## config.mk

```make
export PLATFORM = sky130hd
export DESIGN_NAME = reg_share_arbiter
export DESIGN_NICKNAME = d
export VERILOG_FILES = /design/src/rtl/reg_share_arbiter.sv
export SDC_FILE = /design/constraint.sdc
export NUM_CORES = 1
export LEC_CHECK = 0
export ABC_AREA = 1
export BUFFER_PORTS_ARGS = -buffer_cell sky130_fd_sc_hd__buf_2
export CAP_MARGIN = 15
export CORE_MARGIN = 2
export CORE_UTILIZATION = 35
export CTS_CLUSTER_DIAMETER = 100
export DETAILED_ROUTE_END_ITERATION = 8
export PLACE_DENSITY = 0.63
export SLEW_MARGIN = 25
export SYNTH_ARGS = -nofsm -noshare
export SYNTH_HDL_FRONTEND = slang
export SYNTH_SLANG_ARGS = --single-unit
```

## constraint.sdc

```tcl
create_clock -name i_clk -period 2.3 [get_ports i_clk]
set_clock_uncertainty 0.1 [all_clocks]
set_input_delay 0.345 -clock i_clk [delete_from_list [all_inputs] [get_ports i_clk]]
set_output_delay 0.345 -clock i_clk [all_outputs]
set_load 0.03 [all_outputs]
```

## src/rtl/reg_share_arbiter.sv

```systemverilog
`default_nettype none
// reg_share_arbiter: round-robin arbiter granting one write slot per grant into a
// shared DFF register, with optional bounded lock bursts by the granted requester.
module reg_share_arbiter #(
  parameter int NUM_REQ = 4,
  parameter int DW = 8,
  parameter int MAX_LOCK = 16,
  parameter logic [DW-1:0] RST_VAL = '0
) (
  input  logic                       i_clk,
  input  logic                       i_rstn,
  input  logic [NUM_REQ-1:0]         i_req,
  input  logic [NUM_REQ-1:0]         i_lock,
  input  logic [NUM_REQ*DW-1:0]      i_wdata,
  output logic [NUM_REQ-1:0]         o_gnt,
  output logic [DW-1:0]              o_q,
  output logic [$clog2(NUM_REQ)-1:0] o_owner,
  output logic                       o_valid,
  output logic                       o_busy,
  output logic                       o_lock_to
);

  localparam int IW = $clog2(NUM_REQ);
  localparam int CW = $clog2(MAX_LOCK + 1);
  localparam logic [IW-1:0] LAST = IW'(NUM_REQ - 1);

  typedef enum logic [1:0] {
    S_IDLE  = 2'd0,
    S_GRANT = 2'd1,
    S_LOCK  = 2'd2
  } state_t;

  state_t          state, next_state;
  logic [IW-1:0]   cur, next_cur;
  logic [IW-1:0]   ptr;
  logic [CW-1:0]   lock_cnt, next_cnt;
  logic [NUM_REQ-1:0] next_gnt;
  logic            next_lock_to;
  logic            write_en;
  logic            rearb;
  logic [IW-1:0]   cur_inc;
  logic [IW-1:0]   base;
  logic [IW-1:0]   win;
  logic            found;

  assign o_busy   = (state != S_IDLE);
  assign write_en = o_busy && i_req[cur];
  assign cur_inc  = (cur == LAST) ? '0 : cur + IW'(1);
  // Arbitration starts after the writer on a write edge, otherwise from the held pointer.
  assign base     = write_en ? cur_inc : ptr;

  always_comb begin
    int idx;
    logic [IW-1:0] sel;
    win   = '0;
    found = 1'b0;
    idx   = 0;
    sel   = '0;
    for (int i = 0; i < NUM_REQ; i++) begin
      idx = int'(base) + i;
      if (idx >= NUM_REQ) idx = idx - NUM_REQ;
      sel = IW'(idx);
      if (!found && i_req[sel]) begin
        found = 1'b1;
        win   = sel;
      end
    end
  end

  always_comb begin
    next_state   = state;
    next_cur     = cur;
    next_gnt     = o_gnt;
    next_cnt     = lock_cnt;
    next_lock_to = 1'b0;
    rearb        = 1'b0;
    case (state)
      S_IDLE: rearb = 1'b1;
      S_GRANT: begin
        if (i_req[cur] && i_lock[cur]) begin
          next_state = S_LOCK;
          next_cnt   = CW'(1);
        end else begin
          rearb = 1'b1;
        end
      end
      S_LOCK: begin
        if (!i_req[cur] || !i_lock[cur]) begin
          rearb = 1'b1;
        end else if (lock_cnt == CW'(MAX_LOCK)) begin
          rearb        = 1'b1;
          next_lock_to = 1'b1;
        end else begin
          next_cnt = lock_cnt + CW'(1);
        end
      end
      default: rearb = 1'b1;
    endcase
    if (rearb) begin
      next_cnt = '0;
      if (found) begin
        next_state = S_GRANT;
        next_cur   = win;
        next_gnt   = NUM_REQ'(1) << win;
      end else begin
        next_state = S_IDLE;
        next_gnt   = '0;
      end
    end
  end

  always_ff @(posedge i_clk or negedge i_rstn) begin
    if (!i_rstn) begin
      state     <= S_IDLE;
      cur       <= '0;
      ptr       <= '0;
      lock_cnt  <= '0;
      o_gnt     <= '0;
      o_q       <= RST_VAL;
      o_owner   <= '0;
      o_valid   <= 1'b0;
      o_lock_to <= 1'b0;
    end else begin
      state     <= next_state;
      cur       <= next_cur;
      lock_cnt  <= next_cnt;
      o_gnt     <= next_gnt;
      o_lock_to <= next_lock_to;
      if (write_en) begin
        o_q     <= i_wdata[int'(cur)*DW +: DW];
        o_owner <= cur;
        o_valid <= 1'b1;
        ptr     <= cur_inc;
      end
    end
  end

endmodule
`default_nettype wire

```

==> impl_metrics.json <==
{
  "status": "finished clean",
  "rsz0062_at_grt": "true",
  "antennaDiodeCount": 0,
  "crit_top_cell": "nand2_1",
  "slew_headroom": 0.587,
  "cap_violations": 0,
  "ys.flop_type": "dfrtp_1",
  "vdd_ir_drop_max_v": 0.000658,
  "layout.nets": 399,
  "path_buf_inv": 0,
  "final_cell_mix": "nand2_1, buf_2, nor2_1",
  "vias_per_cell": 4.83,
  "avgSynthCellArea_um2": 6.93,
  "holdCritPathClass": "input pin to flip-flop",
  "vias": 2040,
  "core_area_um2": 5410,
  "end_kind": "flip-flop",
  "seqCellArea_um2": 677,
  "tns_ns": 0,
  "synth-seq-cells": 27,
  "numCtsBuffers": 3,
  "ant_nets": 0,
  "synth-seq-area-share": 0.351,
  "synth_cell_type_count": 30,
  "gp_congestion": 0.830,
  "die_area_um2": 6110,
  "layout_commonest_cell": "nand2_1",
  "fmax_mhz": 457,
  "placementRows": 27,
  "worst_slew_pin_slew_ns": 0.619,
  "cp-start-kind": "flip-flop",
  "fill_cells": 556,
  "grt_first_pass_wirelength_mm": 8.23,
  "io_pins": 59,
  "die_y_um": 78.2,
  "syn_to_final_growth_pct": 31.2,
  "async_reset_ff_frac": 1.00,
  "crit_type": "flip-flop to flip-flop",
  "drc_errors": 0,
  "dp_hpwl_mm": 3.67,
  "layout-drive-gt1-share": 0.349,
  "grt_max_degree": 28,
  "crit_chain": "ha_2 -> nor2_2 -> nand4_1 -> nand2_2 -> nand2_1 -> nand2_1 -> nand2_2 -> nand2_4 -> nand3_4 -> nor3_1 -> nor2_1 -> nand3_1 -> nand2_1",
  "first_pass_iters": 4,
  "clkSinkCount": 27,
  "maxSlewViolCount": 0,
  "start_util": 0.356,
  "cts_buffer_depth": 2,
  "htree_levels": 1,
  "antenna_found_initial": 0,
  "powerDensity_nw_per_um2": 1650,
  "max_stage_delay_ns": 0.48,
  "avgRoutedWirePerCell_um": 11.8,
  "die_x_um": 78.2,
  "crit_family": "simple AND/OR/NAND/NOR gates",
  "cts_tree": "yes",
  "yosys_warnings": 0,
  "power.leakage_nw": 1.32,
  "grt-ovfl-total": 0,
  "io_buffer_count": 58,
  "track_usage": 0.162,
  "multi_input_area_um2": 1180,
  "period_share": 0.952,
  "critical_path_arrival_ns": 2.26,
  "path_clk_slew_ns": 0.10,
  "root_buffer": "clkbuf_8",
  "cp_slowest_cell": "dfrtp_2",
  "first_global_vias": 1874,
  "postSynthCellCount": 278,
  "place_ws_ns": -0.00566,
  "wirelength_mm": 4.97,
  "synth_nets": 326,
  "holdWs_ns": 0.320,
  "critPathMaxFanout": 6,
  "syn_area_um2": 1930,
  "setup_viol": 0,
  "clk_latency_ns": 0.28,
  "synth_edf_count": 0,
  "hold_viol": 0,
  "fin_ws_ns": 0.111,
  "drt_iter0_markers": 91,
  "fin_crit_ns": 2.19,
  "worstPathRequired_ns": 2.37
}
sequential cells by signal, indices dropped and copies added, names as in the netlist:
register / flops
cur: 2
lock_cnt: 5
o_gnt: 4
o_lock_to: 1
o_owner: 2
o_q: 8
o_valid: 1
ptr: 2
state: 2
synth_stat cells (4+ instances only):
library cell	instances	area (um^2)
nand2_1	83	312
nor2_1	31	116
dfrtp_1	27	676
inv_1	23	86.3
o21ai_0	22	110
nand3_1	16	80.1
nand2_2	14	87.6
o22ai_1	12	75.1
nand4_1	7	43.8
ha_1	6	75.1
clkbuf_1	4	15.0
worst reg2reg max path: stages (launching register included):
cell     delay (ns)
dfrtp_2        0.48
ha_2           0.21
nor2_2         0.10
nand4_1        0.21
nand2_2        0.17
nand2_1        0.06
nand2_1        0.10
nand2_2        0.08
nand2_4        0.09
nand3_4        0.11
nor3_1         0.17
nor2_1         0.08
nand3_1        0.08
nand2_1        0.05
worst paths after layout:
kind / slack, ns / from / cells past startpoint / endpoint
setup / recovery: 0.11 / cur[0] / 13 / o_gnt[1]
hold / removal: 0.32 / i_wdata[1] / 5 / o_q[1]
setup reg to reg: 0.11 / cur[0] / 13 / o_gnt[1]
hold reg to reg: 0.38 / o_valid / 1 / o_valid
max in group asynchronous: 1.14 / i_rstn / 2 / cur[0]
min in group asynchronous: 0.50 / i_rstn / 2 / o_owner[1]
layer usage:
layer / wire length (um) / part of all wire / global-route usage / vias up
li1: - / - / - / 1049
met1: 2260 / 0.46 / 0.212 / 946
met2: 2490 / 0.50 / 0.283 / 36
met3: 113 / 0.023 / 0.00690 / 9
met4: 97 / 0.020 / 0.0649 / 0
met5: 0 / 0 / 0 / -
through the flow:
stage               total power, mW  instances  utilization  instance area (um^2)
detailed placement             3.49        407        0.428                  2310
CTS                            3.79        412        0.439                  2370
global placement               3.48        407        0.428                  2310
finish                         4.17        422        0.468                  2530
floorplan                      2.90        278            -                  1930
global route                   4.59        422        0.468                  2530
timing repair:
action | in CTS | in global routing
resized for setup | 1 | 24
setup buffers | 0 | 9
cloned | 0 | 1
setup endpoints to repair | 4 | 12
pin swaps | 0 | 9
endpoints found under the hold margin | 16 | 0
hold buffers | 1 | 0
area by class of cell:
class / count / share of cell area
multi-input cells: 217 / 0.466
flip-flops and latches: 27 / 0.268
repair buffers: 76 / 0.172
inverters: 26 / 0.0396
well taps: 72 / 0.0356
clock buffers: 3 / 0.0163
clock inverters: 1 / 0.00297
power by group:
part | internal [mW] | total [mW] | switching [mW]
Sequential | 0.657 | 0.761 | 0.104
Combinational | 1.10 | 3.13 | 2.02
Clock | 0.123 | 0.281 | 0.158
cells by family after synthesis:
kind of cell	Yosys count	share of synthesized area
DFF	27	0.351
xor gates and xnor gates	2	0.00909
AOI/OAI and AO/OA	42	0.119
buffers and inverters	35	0.0792
adders and majority gates	6	0.0390
and+or+nand+nor	166	0.403
Note: power is estimated with default switching activity, not from simulation.
